### src/rtl/cache_fill_arbiter.sv
// cache_fill_arbiter
//   Round-robin arbiter plus fill/store sequencer that sits between NUM_PORTS
//   cache ports and one pipelined multicycle memory. Only one request is in
//   flight at a time. A read miss becomes a block fill of WORDS_PER_BLOCK
//   words. A write becomes a single-word write-through store.
//
// Ports
//   clk_i, rst_ni        clock (rising edge), asynchronous active-low reset
//   req_miss_i/_write_i  per-port requests, held by the cache until port_done_o
//   req_addr_i/wdata_i   per-port address / store data, port i at [i*W +: W]
//   port_busy_o          one-hot, port being serviced (after grant .. DONE)
//   port_done_o          one-hot single-cycle completion pulse
//   fill_data_we_o       one-hot data-array write strobe, aligned with mem_data_valid_i
//   fill_tag_we_o        one-hot tag-array write strobe, with the last fill word
//   fill_addr_o/data_o   word address / data being written into the data array
//   mem_enable_o/wr_o    memory request strobe and direction (1 = write)
//   mem_addr_o/wdata_o   memory byte address / store data
//   mem_rdata_i/valid_i  memory read return
module cache_fill_arbiter #(
  parameter int NUM_PORTS       = 2,
  parameter int ADDR_W          = 16,
  parameter int DATA_W          = 16,
  parameter int WORDS_PER_BLOCK = 8,
  parameter int MEM_LATENCY     = 4
) (
  input  logic                        clk_i,
  input  logic                        rst_ni,
  input  logic [NUM_PORTS-1:0]        req_miss_i,
  input  logic [NUM_PORTS-1:0]        req_write_i,
  input  logic [NUM_PORTS*ADDR_W-1:0] req_addr_i,
  input  logic [NUM_PORTS*DATA_W-1:0] req_wdata_i,
  output logic [NUM_PORTS-1:0]        port_busy_o,
  output logic [NUM_PORTS-1:0]        port_done_o,
  output logic [NUM_PORTS-1:0]        fill_data_we_o,
  output logic [NUM_PORTS-1:0]        fill_tag_we_o,
  output logic [ADDR_W-1:0]           fill_addr_o,
  output logic [DATA_W-1:0]           fill_data_o,
  output logic                        mem_enable_o,
  output logic                        mem_wr_o,
  output logic [ADDR_W-1:0]           mem_addr_o,
  output logic [DATA_W-1:0]           mem_wdata_o,
  input  logic [DATA_W-1:0]           mem_rdata_i,
  input  logic                        mem_data_valid_i
);

  localparam int PW    = (NUM_PORTS > 1) ? $clog2(NUM_PORTS) : 1;
  localparam int CNT_W = $clog2(WORDS_PER_BLOCK) + 1;
  localparam logic [ADDR_W-1:0] OFF_MASK = ADDR_W'(WORDS_PER_BLOCK * 2 - 1);
  localparam logic [CNT_W-1:0]  NWORDS   = CNT_W'(WORDS_PER_BLOCK);
  localparam logic [CNT_W-1:0]  LASTW    = CNT_W'(WORDS_PER_BLOCK - 1);

  // The sequencer never counts memory latency itself; a fill ends on the last
  // returned beat. The latency parameter is only sanity-checked here.
  if (NUM_PORTS < 1) begin : g_bad_ports
    $error("NUM_PORTS must be >= 1");
  end
  if (WORDS_PER_BLOCK < 2 || (WORDS_PER_BLOCK & (WORDS_PER_BLOCK - 1)) != 0) begin : g_bad_wpb
    $error("WORDS_PER_BLOCK must be a power of 2, >= 2");
  end
  if (MEM_LATENCY < 1) begin : g_bad_lat
    $error("MEM_LATENCY must be >= 1");
  end

  typedef enum logic [1:0] {IDLE, FILL, WRITE, DONE} state_e;

  state_e                 state_q;
  logic [PW-1:0]          rr_q;
  logic [ADDR_W-1:0]      base_q;
  logic [CNT_W-1:0]       iss_q, rcv_q;
  logic                   mem_enable_q, mem_wr_q;
  logic [ADDR_W-1:0]      mem_addr_q;
  logic [DATA_W-1:0]      mem_wdata_q;
  logic [NUM_PORTS-1:0]   port_busy_q, port_done_q;

  // ---------------- round-robin pick ----------------
  logic [NUM_PORTS-1:0] pending;
  logic                 gnt_vld;
  logic [PW-1:0]        gnt_idx;
  logic [ADDR_W-1:0]    gnt_addr;
  logic [DATA_W-1:0]    gnt_wdata;

  assign pending = req_miss_i | req_write_i;

  // Scan downwards so the candidate closest to rr_q wins.
  always_comb begin
    int j;
    j       = 0;
    gnt_vld = 1'b0;
    gnt_idx = '0;
    for (int i = NUM_PORTS - 1; i >= 0; i--) begin
      j = (int'(rr_q) + i) % NUM_PORTS;
      if (pending[PW'(j)]) begin
        gnt_vld = 1'b1;
        gnt_idx = PW'(j);
      end
    end
    gnt_addr  = req_addr_i[int'(gnt_idx)*ADDR_W +: ADDR_W];
    gnt_wdata = req_wdata_i[int'(gnt_idx)*DATA_W +: DATA_W];
  end

  // ---------------- sequencer ----------------
  always_ff @(posedge clk_i or negedge rst_ni) begin
    if (!rst_ni) begin
      state_q      <= IDLE;
      rr_q         <= '0;
      base_q       <= '0;
      iss_q        <= '0;
      rcv_q        <= '0;
      mem_enable_q <= 1'b0;
      mem_wr_q     <= 1'b0;
      mem_addr_q   <= '0;
      mem_wdata_q  <= '0;
      port_busy_q  <= '0;
      port_done_q  <= '0;
    end else begin
      mem_enable_q <= 1'b0;
      mem_wr_q     <= 1'b0;
      mem_addr_q   <= '0;
      mem_wdata_q  <= '0;
      port_done_q  <= '0;
      case (state_q)
        IDLE: if (gnt_vld) begin
          rr_q        <= (int'(gnt_idx) == NUM_PORTS - 1) ? '0 : PW'(gnt_idx + 1'b1);
          port_busy_q <= NUM_PORTS'(1) << gnt_idx;
          mem_enable_q <= 1'b1;
          // A pending miss always takes precedence over a write on the same port.
          if (req_miss_i[gnt_idx]) begin
            state_q    <= FILL;
            base_q     <= gnt_addr & ~OFF_MASK;
            mem_addr_q <= gnt_addr & ~OFF_MASK;
            iss_q      <= CNT_W'(1);
            rcv_q      <= '0;
          end else begin
            state_q     <= WRITE;
            mem_wr_q    <= 1'b1;
            mem_addr_q  <= gnt_addr;
            mem_wdata_q <= gnt_wdata;
          end
        end
        FILL: begin
          // Issue and receive run independently; beats overlap later reads.
          if (iss_q < NWORDS) begin
            mem_enable_q <= 1'b1;
            mem_addr_q   <= base_q | ADDR_W'({iss_q[CNT_W-2:0], 1'b0});
            iss_q        <= iss_q + 1'b1;
          end
          if (mem_data_valid_i) begin
            rcv_q <= rcv_q + 1'b1;
            if (rcv_q == LASTW) begin
              state_q     <= DONE;
              port_done_q <= port_busy_q;
            end
          end
        end
        WRITE: begin
          state_q     <= DONE;
          port_done_q <= port_busy_q;
        end
        DONE: begin
          state_q     <= IDLE;
          port_busy_q <= '0;
        end
        default: state_q <= IDLE;
      endcase
    end
  end

  // Array writes follow the memory return in the same cycle.
  logic fill_vld, fill_last;
  assign fill_vld  = (state_q == FILL) && mem_data_valid_i && (rcv_q < NWORDS);
  assign fill_last = fill_vld && (rcv_q == LASTW);

  assign fill_data_we_o = fill_vld  ? port_busy_q : '0;
  assign fill_tag_we_o  = fill_last ? port_busy_q : '0;
  assign fill_addr_o    = fill_vld  ? (base_q | ADDR_W'({rcv_q[CNT_W-2:0], 1'b0})) : '0;
  assign fill_data_o    = fill_vld  ? mem_rdata_i : '0;

  assign mem_enable_o = mem_enable_q;
  assign mem_wr_o     = mem_wr_q;
  assign mem_addr_o   = mem_addr_q;
  assign mem_wdata_o  = mem_wdata_q;
  assign port_busy_o  = port_busy_q;
  assign port_done_o  = port_done_q;

endmodule

### config.mk
export PLATFORM = sky130hd
export DESIGN_NAME = cache_fill_arbiter
export DESIGN_NICKNAME = d
export VERILOG_FILES = /design/src/rtl/cache_fill_arbiter.sv
export SDC_FILE = /design/constraint.sdc
export NUM_CORES = 1
export LEC_CHECK = 0
export ABC_CLOCK_PERIOD_IN_PS = 4300
export CORE_ASPECT_RATIO = 1.4
export CORE_MARGIN = 1
export CORE_UTILIZATION = 29
export DETAILED_ROUTE_END_ITERATION = 7
export HOLD_SLACK_MARGIN = 0.05
export SYNTH_ARGS = -nofsm -noshare
export SYNTH_HDL_FRONTEND = slang
export SYNTH_SLANG_ARGS = --single-unit
### constraint.sdc
create_clock -name clk_i -period 4.3 [get_ports clk_i]
set_input_delay 0.86 -clock clk_i [delete_from_list [all_inputs] [get_ports clk_i]]
set_output_delay 0.86 -clock clk_i [all_outputs]
set_load 0.05 [all_outputs]
Word-level counts from Yosys, hierarchy flattened
Index checks and enable logic that the tools add are counted.
{"block": "totals", "regBits": 61, "out_inout_bits": 74}
{"block": "op_classes", "addsub": 4, "n_lt_le_gt_ge": 5, "n_eq_ne": 9, "shift": 3, "n_mux": 46, "bitwise_logic": 3, "n_reduce_logical": 12}
{"cell": "16-bit 2-to-1 mux", "n": 7}
{"cell": "32-bit by 6-bit indexed part select with 16-bit output", "n": 2}
{"cell": "16-bit by 4-bit bitwise OR with 16-bit output", "n": 2}
{"cell": "16-bit case mux with 2 select lines", "n": 1}
{"cell": "4-bit 2-to-1 mux", "n": 7}
{"cell": "2-bit 2-to-1 mux", "n": 9}
{"cell": "1-bit 2-to-1 mux", "n": 16}
{"cell": "4-bit case mux with 2 select lines", "n": 2}
{"cell": "2-bit inequality test, second input constant", "n": 5}
{"cell": "4-bit by 1-bit adder with 4-bit output, second input constant", "n": 2}
{"cell": "4-bit < comparator, second input constant", "n": 2}
{"cell": "2-bit case mux with 2 select lines", "n": 2}
{"cell": "2-bit case mux with 4 select lines", "n": 1}
{"cell": "4-bit AND reduction", "n": 2}
{"cell": "1-bit by 3-bit < comparator with 1-bit output, second input constant", "n": 2}
{"cell": "3-bit AND reduction", "n": 2}
{"cell": "2-bit equality test, second input constant", "n": 2}
{"cell": "4-bit by 3-bit equality test with 1-bit output, second input constant", "n": 1}
{"cell": "2-bit AND reduction", "n": 2}
{"cell": "2-bit nonzero test", "n": 2}
{"cell": "1-bit logical AND", "n": 3}
{"cell": "1-bit adder, second input constant", "n": 2}
{"cell": "2-bit by 1-bit equality test with 1-bit output, second input constant", "n": 1}
{"cell": "2-bit zero test", "n": 1}
{"cell": "other kinds (4)", "n": 4}

Logic depth before layout (Yosys ltp)
{"block": "logic_depth", "ltp_word": 11, "depth_mapped": 9}

Worst setup path before layout
Ideal clock, no wire load.
{"block": "synth_timing", "kind": "input-to-output", "start": "in mem_data_valid_i", "end": "out fill_addr_o[3]", "arrival_time_ns": 1.973, "required_ns": 3.440, "setup_slack_ns": 1.467, "path_stages": 2, "n_path_buf": 0, "cell_sequence": "nand2_1 -> nor3_1"}
{"block": "synth_via", "elab_chain_len": 3}
{"element": "start: declaration", "line_no": "43", "rtl": "input logic mem_data_valid_i"}
{"element": "1-bit logical AND (2 in a row)", "line_no": "170", "rtl": "assign fill_vld = (state_q == FILL) && mem_data_valid_i && (rcv_q < NWORDS);"}
{"element": "16-bit 2-to-1 mux", "line_no": "175", "rtl": "assign fill_addr_o = fill_vld ? (base_q | ADDR_W'({rcv_q[CNT_W-2:0], 1'b0})) : '0;"}
{"element": "end: declaration", "line_no": "36", "rtl": "output logic [ADDR_W-1:0] fill_addr_o,"}
Every way passes these cells.

Worst setup path in the final report
{"block": "layout_timing", "start": "in mem_data_valid_i", "end": "out fill_addr_o[13]"}
The elaborated chain is that of the path after synthesis.

==> flow_metrics.py <==
metrics = {
    "status": {
        "status": "finished clean",
    },
    "die": {
        "rows": 44,
        "die_h_um": 125,
        "dieWidth_um": 89.9,
        "die_area_mm2": 0.0112,
        "io_pins": 161,
        "initial_core_util_pct": 30.0,
        "coreArea_mm2": 0.0105,
    },
    "final_layout": {
        "diodes": 0,
        "area_delta_synth_final_pct": 60.9,
        "drive_gt1_share_pct": 15.8,
        "nNetsFinal": 576,
    },
    "timing": {
        "rsz0062_at_grt": "false",
        "max-slew-margin-rel_pct": 43.4,
        "slew_violations": 0,
        "finalSetupViolations": 0,
        "fmax_ghz": 0.260,
        "fin_tns_setup_ns": 0,
        "fin_hold_ws_ns": 0.496,
        "finalCritPeriodShare_pct": 89.3,
        "fin_skew_ns": 0.00402,
        "worst_pin_slew_ns": 0.849,
        "hold_viol": 0,
        "layout_min_cycle_time_ns": 3.84,
    },
    "clock_network": {
        "numClockSinks": 61,
        "cts_setup_buffers": 0,
        "cts_tree": "yes",
        "cts_resized": 0,
        "ctsHoldBuffers": 0,
        "clock_path_buffers": 2,
        "path_clk_slew_ns": 0.05,
        "cts-root-buf": "clkbuf_16",
        "cts-buffers-inserted": 9,
        "clk_latency_ns": 0.32,
        "cts_max_level": 3,
    },
    "route": {
        "drt_pass1_iterations": 6,
        "via_per_inst": 4.57,
        "wl_um": 8990,
        "post-route-drc-count": 0,
        "ant_nets": 0,
        "initialDrtViolationCount": 106,
        "vias": 2858,
        "wire_per_inst_um": 14.4,
    },
    "yosys": {
        "synth_edf_count": 0,
        "ys.flop_type": "dfrtp_1",
        "synth_top_area_share_pct": 48.7,
        "ys_ff_latch": 61,
        "syn_inst": 323,
        "yosysUniqueCellTypes": 43,
        "synth_area_leaders": "dfrtp_1, and2_1, nand2_1",
        "synthTopCellsByCount": "dfrtp_1, nand2_1, and2_1",
        "syn-mean-instance-area_um2": 9.71,
        "syn_nets": 417,
        "synthArstFlopShare_pct": 100,
        "synth_area_leader_cell": "dfrtp_1",
        "synth.most_common_cell": "dfrtp_1",
        "ys_warn_count": 0,
        "synth_area_mm2": 0.00314,
        "seq_area_frac_synth_pct": 48.7,
    },
    "setup_path": {
        "cp.required_ns": 3.44,
        "path_class": "in -> out",
        "cp-end-kind": "output port",
        "critPathLaunch": "mem_data_valid_i",
        "start_kind": "input port",
        "path_max_fanout": 9,
        "crit_arrival_ns": 2.98,
        "timing.rr.start": "state_q[0]$_DFFE_PN0P_",
    },
    "global_route": {
        "grt_max_degree": 40,
        "grt-ovfl-total": 0,
        "antenna_found_initial": 0,
        "grtUsageTotal_pct": 16.7,
        "grt_pass1_vias": 2917,
        "grt_pass1_wl_um": 14700,
    },
    "placed_design": {
        "hpwl_um": 6680,
        "place.gp.congestion": 0.795,
        "io_buffers": 158,
    },
    "power": {
        "peakVddDrop_v": 0.000245,
        "power_mw": 3.28,
        "p_leak_nw": 2.34,
        "power.density_mw_per_mm2": 649,
    },
    "job": {
        "cap_violations": 0,
    },
    "hold_path": {
        "min-delay-start": "base_q[7]$_DFFE_PN0P_",
        "hp-class": "reg -> reg",
    },
}
-- cell type report --
type	instances	area, µm²
clock buffer	13	250
clock inverter	3	45.0
fill	1020	5410
inverter	8	30.0
multi-input combinational	235	1450
sequential	61	1530
tap	138	173
timing repair buffer	167	1570
-- worst max-delay path: stages --
cell             delay (ns)
clkdlybuf4s50_1        0.55
nand2_1                0.12
nor2_2                 0.42
and2_1                 0.21
clkdlybuf4s50_1        0.81
-- stage by stage --
| stage | worst slack (ns) | util [%] | cells | cell area, µm² |
|---|---|---|---|---|
| floorplan | 1.47 | - | 323 | 3140 |
| global placement | 0.445 | 45.4 | 609 | 4750 |
| detailed placement | 0.445 | 45.4 | 609 | 4750 |
| CTS | 0.437 | 48.2 | 625 | 5050 |
| global route | 0.331 | 48.2 | 625 | 5050 |
| finish | 0.461 | 48.2 | 625 | 5050 |
-- cell families (layout without fill, tap and decap cells) --
group                      after synthesis  count (layout)  share of synthesized area (%)
buffers and inverters                   27             191                           5.47
muxes                                   18              18                           5.79
xor gates and xnor gates                 1               1                          0.279
adders and majority gates                7               7                           2.79
AOI/OAI and AO/OA                       71              71                           15.0
other                                    1               1                          0.120
DFF                                     61              61                           48.7
and+or+nand+nor                        137             137                           21.8
-- where the power goes --
group          switching, mW  internal [mW]  total, mW
registers              0.137          0.766      0.903
logic                   1.07          0.599       1.66
clock network          0.244          0.464      0.708
-- metal layers --
| metal | share of wire, % | GRT usage [%] | vias up |
|---|---|---|---|
| li1 | - | - | 1402 |
| met1 | 42 | 19.8 | 1308 |
| met2 | 49 | 28.6 | 134 |
| met3 | 6.9 | 4.74 | 14 |
| met4 | 1.9 | 6.45 | 0 |
| met5 | 0 | 0 | - |
-- sequential cells by signal, summed over array words and instances (netlist names) --
signal,cells
port_done_o,2
mem_wr_o,1
mem_enable_o,1
mem_addr_o,16
state_q,2
iss_q,4
rr_q,1
rcv_q,4
port_busy_o,2
mem_wdata_o,16
base_q,12
-- placed cells by master (no fill, tap or decap), types with 3 or more instances in the layout --
master and instances:
a21oi_1 22, and2_1 35, and3_1 7, buf_4 37, clkbuf_1 3, clkbuf_16 9
clkdlybuf4s50_1 129, dfrtp_1 61, ha_1 7, inv_1 8, mux2i_1 17, nand2_1 58
nand2_2 8, nor2_1 11, nor3_1 5, o21ai_0 18, o21ai_2 12
-- worst paths after layout --
path,depth (start not counted),to,slack [ns]
max in group asynchronous,2,mem_wdata_o[15]$_DFF_PN0_,2.81
hold / removal,2,base_q[7]$_DFFE_PN0P_,0.50
setup reg to reg,7,rcv_q[3]$_DFFE_PN0P_,2.15
setup / recovery,5,fill_addr_o[13],0.46
min in group asynchronous,1,mem_wdata_o[13]$_DFF_PN0_,0.64
hold reg to reg,2,base_q[7]$_DFFE_PN0P_,0.50
Note: power is estimated with default switching activity, not from simulation.
==> RTL edit 1, RTL diff (same flow settings) <==
Put a register stage on the outputs `fill_data_we_o`, `fill_tag_we_o`, `fill_addr_o` and `fill_data_o`, without a reset. The values now appear one clock later. The other outputs are not delayed to match.
--- a/src/rtl/cache_fill_arbiter.sv
+++ b/src/rtl/cache_fill_arbiter.sv
@@ -171,8 +171,10 @@
   assign fill_last = fill_vld && (rcv_q == LASTW);
 
-  assign fill_data_we_o = fill_vld  ? port_busy_q : '0;
-  assign fill_tag_we_o  = fill_last ? port_busy_q : '0;
-  assign fill_addr_o    = fill_vld  ? (base_q | ADDR_W'({rcv_q[CNT_W-2:0], 1'b0})) : '0;
-  assign fill_data_o    = fill_vld  ? mem_rdata_i : '0;
+  always_ff @(posedge clk_i) begin
+    fill_data_we_o <= fill_vld  ? port_busy_q : '0;
+    fill_tag_we_o  <= fill_last ? port_busy_q : '0;
+    fill_addr_o    <= fill_vld  ? (base_q | ADDR_W'({rcv_q[CNT_W-2:0], 1'b0})) : '0;
+    fill_data_o    <= fill_vld  ? mem_rdata_i : '0;
+  end
 
   assign mem_enable_o = mem_enable_q;
Check against the original RTL: not equivalent (a bounded check fails within 4 cycles, from zero or initial values and one cycle with rst_ni low).
==> RTL edit 1 against the unedited design <==
  * The flow now finishes with violations (design-rule violations)
  * Design area increased by 14%
  * Routed wire length increased by 12%
  * Setup slack improved by 1.3 ns
  * Critical path type is now input pin to flip-flop
  * Sequential cell count increased by 35
  * Sequential share of layout area increased by 8.5 points
  * Synthesized area increased by 19%
  * Total power increased by 14%
==> RTL edit 1: results (changes against the unedited design) <==
[status]
status=finished with violations
violations=design-rule violations

[synth]
syn_nets=455  ; +9.1%
ys_warn_count=0  ; unchanged
synthAdderAreaFrac_pct=2.34  ; -0.45 points
synthCells=361  ; +12%
ys_types=46  ; +7.0%
synth_xor_area_share_pct=0.234  ; -0.045 points
async_reset_ff_share_pct=63.5  ; -36 points
synth_area_leaders=dfrtp_1 (41%), dfxtp_1 (19%), nand2_1 (6.5%)
synth_commonest_cells=nand2_1 (65), dfrtp_1 (61), dfxtp_1 (35), and2_1 (34), o21ai_0 (28)
seq_area_frac_synth_pct=59.5  ; +11 points
synth-compound-area-share_pct=11.4  ; -3.7 points

[power]
peakVddDrop_uv=248  ; +0.93%
leakage_nw=2.48  ; +6.0%

[drt]
wl_per_cell_um=15.0  ; +4.6%
num_vias=3130  ; +9.5%
route.detailed.drc=8  ; +8
wirelength_mm=10.1  ; +12%

[final_layout]
n_antenna_cell=0  ; unchanged
fillers=1170  ; +15%
final_net_count=609  ; +5.7%
drive_gt1_share_pct=5.96  ; -9.8 points
area_growth_pct=53.8

[sta]
clock_skew_ns=0.00367  ; -0.000349 ns
slew_headroom_pct=44.1  ; +0.71 points

[flow_run]
maxCapViolations=0  ; unchanged

[worst_setup_path]
cpMaxStageDelayCell=o21ai_4
slowest_delay_ns=0.56  ; -0.25 ns
cp_max_fo=22  ; +13

[grt]
gr-usage-all-layers_pct=15.3  ; -1.4 points
grt_pass1_vias=3025  ; +3.7%
grt_max_degree=38  ; -5.0%
grt_pass1_wl_mm=15.7  ; +6.3%

[placement]
gp_congestion=0.809  ; +1.7%
placed_cell_area_um2=5440  ; +15%
dp_slack_ns=1.38  ; +0.936 ns
dpl.hpwl_mm=7.59  ; +14%
dp.cells=654  ; +7.4%

[clock_network]
cts.clk_slew.worst_paths_ns=0.07  ; +0.02 ns
holdBufCountCts=0  ; unchanged

==> RTL edit 1: changes by cell type in the layout (fill, tap and decap cells not counted), moves of 10 or more <==
cell | before | now
dfxtp_1 | 0 | 35
buf_4 | 37 | 6
o21ai_0 | 18 | 28
clkdlybuf4s50_1 | 129 | 157
o21ai_2 | 12 | 0
==> RTL edit 1: routing by layer <==
metal  track usage, %  vias to the layer above  share of wire (%)
li1                 -                     1518                  -
met1             16.5                     1497                 37
met2             28.8                       95                 56
met3             2.98                       20                4.4
met4             6.31                        0                2.6
met5                0                        -                  0
==> RTL edit 1: final cells by class <==
type                            count  share of cell area, %
Timing Repair Buffer              164                   28.2
Clock buffer                       12                   4.85
Inverter                            7                  0.457
Tap cell                          150                   3.26
Multi-Input combinational cell    237                   24.0
Sequential cell                    96                   38.7
Clock inverter                      4                  0.544
==> RTL edit 1: report_power, final <==
part	total, mW	switching, mW	internal (mW)
registers	1.27	0.141	1.13
logic	1.63	1.05	0.582
clock network	0.813	0.345	0.468
total	3.72	1.54	2.18
==> RTL edit 1: worst paths after layout <==
kind / startpoint / slack, ns / to / depth (start not counted)
setup / recovery: req_write_i[0] / 1.79 / base_q[13] / 5
hold / removal: base_q[11] / 0.49 / fill_addr_o[11] / 1
setup reg to reg: state_q[1] / 1.89 / iss_q[0] / 6
hold reg to reg: base_q[11] / 0.49 / fill_addr_o[11] / 1
max in group asynchronous: rst_ni / 2.82 / mem_addr_o[10] / 2
min in group asynchronous: rst_ni / 0.62 / mem_wdata_o[11] / 1
==> RTL edit 1: worst register-to-register path: stages, from the launching register on <==
cell	delay [ns]
dfrtp_1	0.42
inv_1	0.12
ha_1	0.55
nor2b_1	0.41
buf_4	0.28
inv_1	0.10
a2111o_1	0.41
==> RTL edit 2, RTL diff (same settings) <==
Without the edit above. The parameter `WORDS_PER_BLOCK` goes from 8 to 16.
--- a/src/rtl/cache_fill_arbiter.sv
+++ b/src/rtl/cache_fill_arbiter.sv
@@ -21,5 +21,5 @@
   parameter int ADDR_W          = 16,
   parameter int DATA_W          = 16,
-  parameter int WORDS_PER_BLOCK = 8,
+  parameter int WORDS_PER_BLOCK = 16,
   parameter int MEM_LATENCY     = 4
 ) (
Formal check against the unedited RTL: not equivalent (a bounded check fails within 4 cycles, from zero or initial values and one cycle with rst_ni low).
==> RTL edit 2 against the unedited design <==
  * Design area decreased by 0.99%
  * Critical path type unchanged
  * Sequential cell count up 1
  * Routed wire length is 1.4% higher
  * Critical path depth rose by 1
  * Critical endpoint is now fill_tag_we_o[1]
  * Synthesized area fell by 1.2%
  * Total power up 0.69%
  * Setup slack better by 0.29 ns
==> RTL edit 2: results (changes against the unedited design) <==
[worst_setup_path]
cp_data_arrival_time_ns=2.69  ; -0.29 ns
rrSetupSlack_ns=2.00  ; -0.15 ns
r2r-end=rcv_q[0]
reg2reg_depth=4  ; -3
rr_startpoint=rr_q

[synth]
syn_nets=416  ; -0.24%
seq_area_frac_synth_pct=50.1  ; +1.4 points
ys_warn_count=0  ; unchanged
avgSynthCellArea_um2=9.62  ; -0.93%
ys_types=44  ; +2.3%
synth_area_leaders=dfrtp_1 (50%), and3_1 (6.7%), nand2_1 (5.6%)

[grt]
grt_pass1_wl_mm=14.4  ; -2.4%
gr-usage-all-layers_pct=17.1  ; +0.40 points
grt_max_degree=38  ; -5.0%
grt_pass1_vias=2944  ; +0.93%

[placement]
dpl.hpwl_mm=6.50  ; -2.7%
dp.cells=601  ; -1.3%
dp_slack_ns=0.720  ; +0.275 ns

[sta]
max_freq_mhz=281  ; +8.1%
slew_headroom_pct=28.4  ; -15 points
hold_slack_ns=0.498  ; +0.00249 ns
clock_skew_ns=0.00394  ; -0.0000808 ns

[hold_path]
holdPathStages=1  ; -1
hold_end=mem_addr_o[12]
hp-start=base_q[12]

[power]
leakage_nw=2.47  ; +5.4%
peakVddDrop_uv=316  ; +29%

[drt]
wl_per_cell_um=14.8  ; +2.7%
first_iter_violations=120  ; +13%
firstDrtPassIters=4  ; -2
wirelength_mm=9.12  ; +1.4%
viasPerCell=4.77  ; +4.3%

[status]
status=finished clean

[final_layout]
drive_gt1_share_pct=12.7  ; -3.1 points
final_net_count=568  ; -1.4%
fillers=972  ; -4.7%

RTL edit 2: cell types whose count changed after synthesis, moves of 8 or more:
cell	unedited run	this run
and2_1	35	7
and3_1	7	33
a21o_1	0	12
nand2_1	58	46
o21ai_2	13	1
a22o_1	0	11
nand2_2	8	0
RTL edit 2: metrics by stage:
| stage | instance area (um^2) | total power [mW] |
|---|---|---|
| floorplan | 3100 | 2.11 |
| global placement | 4730 | 2.65 |
| detailed placement | 4730 | 2.68 |
| CTS | 5000 | 3.34 |
| global route | 5000 | 3.51 |
| finish | 5000 | 3.30 |
RTL edit 2: cell type report:
| type | instances | share of cell area [%] |
|---|---|---|
| Multi-Input combinational cell | 228 | 28.2 |
| Inverter | 9 | 0.676 |
| Sequential cell | 62 | 31.1 |
| Timing Repair Buffer | 164 | 31.3 |
| Tap cell | 138 | 3.46 |
| Clock inverter | 4 | 0.451 |
| Clock buffer | 12 | 4.93 |
RTL edit 2: critical path: stages:
cell and delay (ns):
clkdlybuf4s50_1 0.53, and2_1 0.54, buf_4 0.26, and3_1 0.18, and2_1 0.18, buf_12 0.14
RTL edit 2: cell families after synthesis:
kind of cell	after synthesis	share of synthesized area, %
xor gates and xnor gates	1	0.283
adders and majority gates	7	2.83
AOI/OAI and AO/OA	74	16.2
buffers and inverters	32	4.69
muxes	16	5.21
other	1	0.121
and+or+nand+nor	129	20.6
DFF	62	50.1
RTL edit 2: worst max path at each step:
stage | start | end
6_report | mem_data_valid_i | fill_tag_we_o[1]
5_1_grt | mem_data_valid_i | fill_tag_we_o[1]
4_1_cts | mem_data_valid_i | fill_tag_we_o[1]
3_5_place_dp | mem_data_valid_i | fill_tag_we_o[1]
3_3_place_gp | mem_data_valid_i | fill_tag_we_o[1]
2_1_floorplan | mem_data_valid_i | fill_tag_we_o[0]
RTL edit 2: power breakdown:
part	total, mW	internal [mW]	switching (mW)
registers	0.937	0.782	0.156
clock network	0.649	0.402	0.247
logic	1.71	0.625	1.09
total	3.30	1.81	1.49
RTL edit 2: metal layers:
| layer | wire (um) | GRT usage, % |
|---|---|---|
| met1 | 3750 | 19.9 |
| met2 | 4670 | 29.6 |
| met3 | 568 | 4.37 |
| met4 | 127 | 6.07 |
| met5 | 0 | 0 |
